===== config.mk =====
export PLATFORM = sky130hd
export DESIGN_NAME = pwm_multi_flat
export DESIGN_NICKNAME = d
export VERILOG_FILES = /design/src/rtl/pwm_multi_if.sv /design/src/rtl/pwm_multi.sv /design/src/flat_wrapper.sv
export SDC_FILE = /design/constraint.sdc
export NUM_CORES = 1
export LEC_CHECK = 0
export BUFFER_PORTS_ARGS = -buffer_cell sky130_fd_sc_hd__buf_4
export CORE_ASPECT_RATIO = 1.4
export CORE_MARGIN = 3
export CORE_UTILIZATION = 60
export CTS_BUF_LIST = sky130_fd_sc_hd__clkbuf_8
export DETAILED_ROUTE_END_ITERATION = 12
export PLACE_DENSITY = 0.81
export SYNTH_ARGS = -nofsm -noshare
export SYNTH_HDL_FRONTEND = slang
export SYNTH_SLANG_ARGS = --single-unit
export TNS_END_PERCENT = 20

===== constraint.sdc =====
create_clock -name clk -period 6.6 [get_ports clk]
set_input_delay 1.32 -clock clk [delete_from_list [all_inputs] [get_ports clk]]
set_output_delay 1.32 -clock clk [all_outputs]
set_load 0.01 [all_outputs]

===== src/rtl/pwm_multi_if.sv =====
// pwm_multi_if: soft-core peripheral bus (sel/wstrb/addr/wdata/rdata) for pwm_multi.
// The CPU side uses the master modport and the peripheral uses the slave modport.
interface pwm_multi_if;
   logic        sel;
   logic        wstrb;
   logic [3:0]  addr;
   logic [31:0] wdata;
   logic [31:0] rdata;

   modport master (output sel, output wstrb, output addr, output wdata, input rdata);
   modport slave  (input sel, input wstrb, input addr, input wdata, output rdata);
endinterface


===== src/rtl/pwm_multi.sv =====
// pwm_multi: memory-mapped multi-channel PWM, shared period/prescaler, duty/period shadowed per period.
// Define PWM_CENTER_ALIGNED_EN to add the CTRL.CA centre-aligned (up/down counting) mode.
module pwm_multi #(
   parameter int WIDTH          = 8,
   parameter int CHANNELS       = 4,
   parameter int PRESCALE_WIDTH = 16
) (
   input  logic                clk,
   input  logic                rst,
   pwm_multi_if.slave          bus,
   output logic [CHANNELS-1:0] led
);
   localparam logic [3:0] A_CTRL     = 4'd0;
   localparam logic [3:0] A_PERIOD   = 4'd1;
   localparam logic [3:0] A_PRESCALE = 4'd2;
   localparam logic [3:0] A_STATUS   = 4'd3;

   logic                      w_wr;
   logic                      w_rd;
   logic                      r_en;
   logic                      r_inv;
   logic                      r_wrap;
   logic [WIDTH-1:0]          r_period_pend;
   logic [WIDTH-1:0]          r_period_act;
   logic [WIDTH-1:0]          r_cnt;
   logic [WIDTH-1:0]          w_cnt_next;
   logic [PRESCALE_WIDTH-1:0] r_prescale;
   logic [PRESCALE_WIDTH-1:0] r_pcnt;
   logic                      w_tick;
   logic                      w_wrap_evt;
   logic                      w_load;
   logic [CHANNELS*WIDTH-1:0] w_duty_pend;
   logic [CHANNELS-1:0]       w_raw;
   logic [CHANNELS-1:0]       r_led;
   logic [31:0]               r_rdata;
   logic [31:0]               w_rd_data;

`ifdef PWM_CENTER_ALIGNED_EN
   typedef enum logic {DIR_UP, DIR_DOWN} dir_t;
   dir_t r_dir;
   dir_t w_dir_next;
   logic r_ca;
`endif

   assign w_wr = bus.sel & bus.wstrb;
   assign w_rd = bus.sel & ~bus.wstrb;

   // Control register; CA is only allowed to change while the counter is stopped
   always_ff @(posedge clk or posedge rst) begin
      if (rst) begin
         r_en  <= 1'b0;
         r_inv <= 1'b0;
`ifdef PWM_CENTER_ALIGNED_EN
         r_ca  <= 1'b0;
`endif
      end else if (w_wr && bus.addr == A_CTRL) begin
         r_en  <= bus.wdata[0];
         r_inv <= bus.wdata[1];
`ifdef PWM_CENTER_ALIGNED_EN
         if (!r_en) begin
            r_ca <= bus.wdata[2];
         end
`endif
      end
   end

   always_ff @(posedge clk or posedge rst) begin
      if (rst) begin
         r_period_pend <= '1;
         r_prescale    <= '0;
      end else if (w_wr) begin
         if (bus.addr == A_PERIOD) begin
            r_period_pend <= bus.wdata[WIDTH-1:0];
         end
         if (bus.addr == A_PRESCALE) begin
            r_prescale <= bus.wdata[PRESCALE_WIDTH-1:0];
         end
      end
   end

   // Prescaler; a PRESCALE lowered below the running count restarts it at 0
   assign w_tick = r_en && (r_pcnt == r_prescale);

   always_ff @(posedge clk or posedge rst) begin
      if (rst) begin
         r_pcnt <= '0;
      end else if (!r_en || r_pcnt >= r_prescale) begin
         r_pcnt <= '0;
      end else begin
         r_pcnt <= r_pcnt + 1'b1;
      end
   end

   always_comb begin
      w_wrap_evt = w_tick && (r_cnt >= r_period_act);
      w_cnt_next = r_cnt;
`ifdef PWM_CENTER_ALIGNED_EN
      w_dir_next = r_dir;
      if (r_ca) begin
         if (r_dir == DIR_UP) begin
            w_wrap_evt = w_tick && (r_cnt >= r_period_act) && (r_period_act <= WIDTH'(1));
         end else begin
            w_wrap_evt = w_tick && (r_cnt <= WIDTH'(1));
         end
      end
`endif
      if (!r_en || w_wrap_evt) begin
         w_cnt_next = '0;
`ifdef PWM_CENTER_ALIGNED_EN
         w_dir_next = DIR_UP;
`endif
      end else if (w_tick) begin
`ifdef PWM_CENTER_ALIGNED_EN
         if (r_ca && (r_dir == DIR_DOWN || r_cnt >= r_period_act)) begin
            w_cnt_next = r_cnt - 1'b1;
            w_dir_next = DIR_DOWN;
         end else begin
            w_cnt_next = r_cnt + 1'b1;
         end
`else
         w_cnt_next = r_cnt + 1'b1;
`endif
      end
   end

   assign w_load = !r_en || w_wrap_evt;

   always_ff @(posedge clk or posedge rst) begin
      if (rst) begin
         r_cnt        <= '0;
         r_period_act <= '1;
`ifdef PWM_CENTER_ALIGNED_EN
         r_dir        <= DIR_UP;
`endif
      end else begin
         r_cnt <= w_cnt_next;
`ifdef PWM_CENTER_ALIGNED_EN
         r_dir <= w_dir_next;
`endif
         if (w_load) begin
            r_period_act <= r_period_pend;
         end
      end
   end

   // A wrap on the same edge as a software clear keeps the flag set
   always_ff @(posedge clk or posedge rst) begin
      if (rst) begin
         r_wrap <= 1'b0;
      end else if (w_wrap_evt) begin
         r_wrap <= 1'b1;
      end else if (w_wr && bus.addr == A_STATUS && bus.wdata[0]) begin
         r_wrap <= 1'b0;
      end
   end

   for (genvar gi = 0; gi < CHANNELS; gi++) begin : g_ch
      logic [WIDTH-1:0] r_duty_pend;
      logic [WIDTH-1:0] r_duty_act;

      always_ff @(posedge clk or posedge rst) begin
         if (rst) begin
            r_duty_pend <= '0;
            r_duty_act  <= '0;
         end else begin
            if (w_wr && bus.addr == 4'(4 + gi)) begin
               r_duty_pend <= bus.wdata[WIDTH-1:0];
            end
            if (w_load) begin
               r_duty_act <= r_duty_pend;
            end
         end
      end

      assign w_duty_pend[gi*WIDTH +: WIDTH] = r_duty_pend;
      assign w_raw[gi]                      = (r_cnt < r_duty_act);
   end

   always_ff @(posedge clk or posedge rst) begin
      if (rst) begin
         r_led <= '0;
      end else if (r_en) begin
         r_led <= w_raw ^ {CHANNELS{r_inv}};
      end else begin
         r_led <= {CHANNELS{r_inv}};
      end
   end

   assign led = r_led;

   always_comb begin
      w_rd_data = '0;
      case (bus.addr)
         A_CTRL: begin
            w_rd_data[0] = r_en;
            w_rd_data[1] = r_inv;
`ifdef PWM_CENTER_ALIGNED_EN
            w_rd_data[2] = r_ca;
`endif
         end
         A_PERIOD:   w_rd_data[WIDTH-1:0]          = r_period_pend;
         A_PRESCALE: w_rd_data[PRESCALE_WIDTH-1:0] = r_prescale;
         A_STATUS:   w_rd_data[0]                  = r_wrap;
         default: begin
            for (int i = 0; i < CHANNELS; i++) begin
               if (bus.addr == 4'(4 + i)) begin
                  w_rd_data[WIDTH-1:0] = w_duty_pend[i*WIDTH +: WIDTH];
               end
            end
         end
      endcase
   end

   always_ff @(posedge clk or posedge rst) begin
      if (rst) begin
         r_rdata <= '0;
      end else if (w_rd) begin
         r_rdata <= w_rd_data;
      end
   end

   assign bus.rdata = r_rdata;
endmodule


===== src/flat_wrapper.sv =====
// flat-port wrapper written by rule: the top's interface ports become plain ports
module pwm_multi_flat 
#(
   parameter int WIDTH          = 8,
   parameter int CHANNELS       = 4,
   parameter int PRESCALE_WIDTH = 16
)
  (clk, rst, led, bus_sel, bus_wstrb, bus_addr, bus_wdata, bus_rdata);
  pwm_multi_if bus_i ();
  input  logic clk;
  input  logic rst;
  output logic [CHANNELS-1:0] led;
  input wire logic [$bits(bus_i.sel)-1:0] bus_sel;
  input wire logic [$bits(bus_i.wstrb)-1:0] bus_wstrb;
  input wire logic [$bits(bus_i.addr)-1:0] bus_addr;
  input wire logic [$bits(bus_i.wdata)-1:0] bus_wdata;
  output wire logic [$bits(bus_i.rdata)-1:0] bus_rdata;
  assign bus_i.sel = bus_sel;
  assign bus_i.wstrb = bus_wstrb;
  assign bus_i.addr = bus_addr;
  assign bus_i.wdata = bus_wdata;
  assign bus_rdata = bus_i.rdata;
  pwm_multi #(.WIDTH(WIDTH), .CHANNELS(CHANNELS), .PRESCALE_WIDTH(PRESCALE_WIDTH)) u_core (.clk(clk), .rst(rst), .bus(bus_i), .led(led));
endmodule

Word-level counts from Yosys, hierarchy flattened. Cells that the tools add are included.

Bits of input ports: 40. Output and inout bits: 36. Logic and storage cells: 70. Memory bits (read-only): 0. Bits in latches: 0. Memories: 0. Bits in writable memories: 0. Register bits: 143.

Multiply operators: 0. Mux-type cells: 14. Equal/unequal tests: 8. Bitwise gates (word level): 4. $add $sub $neg: 2. Divide/modulo/power cells: 0. Order comparisons: 6. Shift-type cells: 0. Reductions and logical operators: 18.

Operator list (count): two-way mux 8 bit (7); < comparator 8 bit (4); one-hot mux 6 bit (3 select lines) (1); adder 16 x 1 -> 16 bit (second input constant) (1); equality test 16 bit (1); equality test 4 x 3 -> 1 bit (second input constant) (4); >= comparator 16 bit (1); two-way mux 16 bit (1); logical AND 1 bit (9); adder 8 x 1 -> 8 bit (second input constant) (1); equality test 4 x 2 -> 1 bit (second input constant) (2); >= comparator 8 bit (1); one-hot mux 1 bit (4 select lines) (2); equality test 4 x 1 -> 1 bit (second input constant) (1); logical NOT 4 bit (1); two-way mux 4 bit (1); AND reduction 2 bit (2); nonzero test 2 bit (2); XOR 4 bit (1); AND 1 bit (2); logical OR 1 bit (2); two-way mux 1 bit (2); OR reduction 2 bit (1); logical NOT 1 bit (1); NOT 1 bit (1).

Depth between registers and ports, before layout.
Depth after elaboration: 6. Gate-level depth with buffers: 9.

Least setup slack after synthesis. No wires, ideal clock.

Path kind: input to register. Start point: input port bus_addr[2]. End point: register u_core.g_ch[1].r_duty_pend[0]. Library setup time: 0.125 ns. Path slack: 3.860 ns. Stages on the path: 4. Data arrival time: 2.615 ns. Data required time: 6.475 ns. Cell sequence: clkbuf_1 -> nand4b_1 -> nor3b_2 -> mux2_2.

Longest elaborated chain between the ends: 2.

RTL lines: from (decl) (line flat_wrapper.sv:15) `input wire logic [$bits(bus_i.addr)-1:0] bus_addr;`; equality test 4 x 3 -> 1 bit (line pwm_multi.sv:166) `if (w_wr && bus.addr == 4'(4 + gi)) begin`; logical AND 1 bit (line pwm_multi.sv:166); to (signal assigned) (line pwm_multi.sv:167) `r_duty_pend <= bus.wdata[WIDTH-1:0];`; to (decl) (line pwm_multi.sv:158) `logic [WIDTH-1:0] r_duty_pend;`.

No other way between the ends. A chain may end at the register's enable or synchronous reset.

Final worst setup path.
Start point: input port bus_addr[1]. End point: register u_core.r_prescale[4].

Longest elaborated chain between the ends: 2.

RTL lines: equality test 4 x 2 -> 1 bit (line pwm_multi.sv:75) `if (bus.addr == A_PRESCALE) begin`; AND reduction 2 bit (no line); to (signal assigned) (line pwm_multi.sv:76) `r_prescale <= bus.wdata[PRESCALE_WIDTH-1:0];`; to (decl) (line pwm_multi.sv:27) `logic [PRESCALE_WIDTH-1:0] r_prescale;`.

No other way between the ends.

==> metrics list <==
- Outcome: complete, no violations
* Final Cycle Share: 44.25%
- The clock drives 143 sinks.
- RSZ-0062 raised after global routing: false
- Biggest area consumer among synthesized cells: sky130_fd_sc_hd__dfrtp_1
- Summed over all failing endpoints, the final setup total negative slack is 0 ps.
* I/O pin count: 76
- Clock skew on the completed layout was measured at 10.91 ps.
- In this run, post-CTS hold repair placed 0 buffers.
- Proportion of power drawn by combinational gates: ~28%
* Final weighted congestion in routability-driven placement: around 0.82
- In the final layout, flip-flops and latches occupy ~3600 um2.
- Area growth from synthesis to layout: 9.937%
- The via count of the first global-routing pass came to 5497.
* Fraction of power spent switching nets: a little over 30%
- TritonCTS built the clock tree.
- The floorplan step defined a die boundary enclosing 14280 um2.
- Wire length of the first global-routing pass: approximately 28000 um
* Min Clock Period, post-route: a little under 3000 ps
* Least-Margin Pin Slew: between 1000 and 1500 ps
* Max Clock Freq: 342.4 MHz
- Number of nets in the layout: just under 800
- Multi-input logic area: 3671 um2
- YS warnings: 0
- Synthesis handed over a netlist of approximately 650 instances.
- CTS built an H-tree with a depth of 4.
- The tightest min-delay check is of the flip-flop to flip-flop type.
- Netlist cell types: 59
- Count of input and output buffers: 43
- For this run, the share of the core covered by cells in the final layout is 68.26%.
- Max-cap violations in this run came to 0.
- Clock root buffer: sky130_fd_sc_hd__clkbuf_8
- Setup-failing EPs final: 0
- Of all flip-flops after synthesis, the portion carrying an async set or reset was 100.0%.
- Leakage power: a little over 4 nW
- The clock network burns between 20% and 30% of the power.
- Top area cells in the synthesized netlist: sky130_fd_sc_hd__dfrtp_1 41%, sky130_fd_sc_hd__ha_1 8.8%, sky130_fd_sc_hd__mux2_2 8.5%
- Number of fill cells: just under 900
- Starting Density: between 60% and 70%
- Among cell families on the critical path, the largest total delay comes from simple AND/OR/NAND/NOR gates.
- The worst pin sits at a relative slew slack of between 20% and 30%.
- Critical Path End Type: flip-flop
- Clock-pin slew on the worst setup and hold paths: about 80 ps
- The final count of hold timing violations came to 0.
- The die is 101.9 um wide.
* Sw Pwr: about 0.00089 W
- No sink is reached through more buffers than the 2 on the longest clock path.
- Final routed DRC violation total: 0
- Number of buffers and inverters on the critical path: 1
* Number of cell rows: 48
- The first detailed-routing pass ran for 4 iterations.
- Height of the chip: between 100 and 150 um
* Most common flop cell mapped by yosys: sky130_fd_sc_hd__dfrtp_1
- Detail-routed via count per cell: between 5 and 6
- The first routing iteration left approximately 230 violations.
* Chain of cells forming the critical path: buf_4 -> nor2b_1 -> nand2_1 -> mux2_2
* Overflow after GRT: 0
- Of the cells placed in the final design, the portion with a size suffix greater than 1 is between 30% and 40%.
- 0 antenna diodes ended up in the layout.
* Leading cell types in the layout, fill and taps excluded: 127 x sky130_fd_sc_hd__dfrtp_1, 59 x sky130_fd_sc_hd__inv_1, 58 x sky130_fd_sc_hd__mux2_2
* Total setup buffers inserted after CTS: 0
* Core outline area: 12430 um2
* Cell area after synthesis: between 7000 and 8000 um2
* Worst Setup Start Kind: input port
- Share of the synthesized area in the top cell type: between 40 and 50%
- For this run, the slowest stage of the critical path takes ~640 ps.
- Entering global routing, the biggest net connects 86 pins.
- Dividing the detail-routed wire length by the instance count gives between 15 and 20 um.
- Internal power contribution: roughly 0.002 W
- Antenna Nets Post-Route: 0
* Most common cell after layout, fill and taps aside: sky130_fd_sc_hd__dfrtp_1
* Crit-path slowest cell: sky130_fd_sc_hd__nand2_1
* Resize count post-CTS: 0
- At the later pin of the worst-skew pair, clock insertion delay measures around 450 ps.
- Inserted Clock Buffers: 17
- Sequential area share after synthesis: between 40% and 50%
- Critical path peak fanout: 17
* Aggregate routed wire length: ~17000 um
- Worst Setup Path Type: input port to flip-flop
- STA puts the critical path data arrival time at 3250 ps.
- Registers are responsible for 43.8% of the overall power.
- Number of enable-type register cells in the synthesized netlist: 0
- Post-detail-place hpwl: roughly 12000 um
- Dividing the synthesized area by the synthesized cell count gives approximately 12 um2.
- Overall fraction of global-route tracks in use: around 25%
- In this run the power density over the cells is around 340 nW/um2.
- The initial antenna violation count was 0.
- The final max-slew violation count is 0.
- Required time of the critical path: ~7000 ps
- Detailed routing inserted a total of around 5100 vias.
* Number of synthesized register bits: about 140
- Max IR drop VDD: ~0.20 mV
worst paths after layout:
path	start	end	slack (ps)	depth (start not counted)
max	bus_addr[1]	u_core.r_prescale[4]	3680	4
min	u_core.bus.rdata[2]	u_core.bus.rdata[2]	490	2
max reg2reg	u_core.r_cnt[3]	u_core.g_ch[2].r_duty_act[5]	3840	6
min reg2reg	u_core.bus.rdata[2]	u_core.bus.rdata[2]	490	2
max in group asynchronous	rst	u_core.g_ch[3].r_duty_act[0]	4210	3
min in group asynchronous	rst	u_core.r_pcnt[1]	910	2
kinds of logic (layout without fill, tap and decap cells):
logic type | after synthesis | count (layout) | share of synthesized area (%)
AO/OA/AOI/OAI | 84 | 84 | 7.214
XOR/XNOR | 19 | 19 | 2.156
adder cells (fa/ha/maj) | 54 | 54 | 8.753
buffers and inverters | 97 | 136 | 6.549
flip-flops | 143 | 143 | 46.62
multiplexers | 110 | 110 | 19.26
other | 1 | 16 | 0.04858
AND/OR/NAND/NOR | 139 | 139 | 9.402
synthesized netlist by cell type (2+ instances only):
cell type                     n
sky130_fd_sc_hd__dfrtp_1    127
sky130_fd_sc_hd__inv_1       60
sky130_fd_sc_hd__mux2_2      58
sky130_fd_sc_hd__ha_1        54
sky130_fd_sc_hd__nand2_1     46
sky130_fd_sc_hd__mux2_4      40
sky130_fd_sc_hd__nor2_1      36
sky130_fd_sc_hd__a21oi_1     28
sky130_fd_sc_hd__o21ai_0     18
sky130_fd_sc_hd__buf_4       17
sky130_fd_sc_hd__dfstp_2     16
sky130_fd_sc_hd__xor2_1      13
sky130_fd_sc_hd__clkbuf_1    10
sky130_fd_sc_hd__nand4_1     10
sky130_fd_sc_hd__mux4_2       9
sky130_fd_sc_hd__a22o_1       8
sky130_fd_sc_hd__nand2b_1     8
sky130_fd_sc_hd__a22oi_1      6
sky130_fd_sc_hd__nand3_1      6
sky130_fd_sc_hd__xnor2_1      6
sky130_fd_sc_hd__and3_1       5
sky130_fd_sc_hd__buf_12       4
sky130_fd_sc_hd__buf_2        4
sky130_fd_sc_hd__nor3_1       4
sky130_fd_sc_hd__o2111ai_1    4
sky130_fd_sc_hd__a21boi_0     3
sky130_fd_sc_hd__and2_1       3
sky130_fd_sc_hd__mux2i_1      3
sky130_fd_sc_hd__nor2b_1      3
sky130_fd_sc_hd__nor4_1       3
sky130_fd_sc_hd__o22ai_1      3
sky130_fd_sc_hd__a211o_1      2
sky130_fd_sc_hd__a211oi_1     2
sky130_fd_sc_hd__a21o_1       2
sky130_fd_sc_hd__or3_1        2
registers in the layout, indices dropped and copies added (netlist names):
| signal | count |
|---|---|
| u_core.r_wrap | 1 |
| u_core.led | 4 |
| u_core.bus.rdata | 16 |
| u_core.r_inv | 1 |
| u_core.r_en | 1 |
| u_core.r_pcnt | 16 |
| u_core.r_cnt | 8 |
| u_core.r_prescale | 16 |
| u_core.r_period_pend | 8 |
| u_core.g_ch.r_duty_act | 32 |
| u_core.r_period_act | 8 |
| u_core.g_ch.r_duty_pend | 32 |
stage by stage:
step                      hold WS (ps)  cell area [um2]  setup WS [ps]  power, W  instances
final                            488.7             8486           3680  0.002871        851
after CTS                        492.9             8486           3728  0.002885        851
after detailed placement         474.3             8018           3254  0.002077        819
after global placement           475.1             8018           3353  0.002017        819
after global routing             529.5             8486           3627  0.003023        851
after floorplan                  460.7             7775           1469  0.001881        662
power by group through the flow:
| stage | clock network [W] | logic [W] | registers (W) |
|---|---|---|---|
| final | 0.000808 | 0.000806 | 0.00126 |
| after global routing | 0.000851 | 0.000888 | 0.00128 |
| after CTS | 0.000815 | 0.000816 | 0.00125 |
| after detailed placement | 0 | 0.000806 | 0.00127 |
| after global placement | 0 | 0.000765 | 0.00125 |
| after floorplan | 0 | 0.000666 | 0.00122 |
layer usage:
layer / vias to the layer above / wire [um] / track usage (%)
met2: 138 / 9130 / 44.59
met1: 2582 / 6362 / 28.30
met4: 0 / 735 / 12.37
met5: - / 0 / 0
met3: 56 / 605 / 5.132
li1: 2316 / - / -
final cells by class:
type / instances / area share, %
Clock inverter: 15 / 2.757
Timing Repair Buffer: 44 / 3.893
Multi-Input combinational cell: 422 / 43.26
Sequential cell: 143 / 42.41
Clock buffer: 17 / 2.757
Inverter: 60 / 2.713
Tap cell: 150 / 2.212
worst register-to-register path: stages, from the launching register on:
cell and delay (ps):
sky130_fd_sc_hd__dfrtp_1 550, sky130_fd_sc_hd__ha_1 380, sky130_fd_sc_hd__o21a_1 120, sky130_fd_sc_hd__a21oi_1 100, sky130_fd_sc_hd__o311ai_4 610, sky130_fd_sc_hd__nand2_8 440
sky130_fd_sc_hd__mux2_4 450
(Power assumes the default switching activity.)
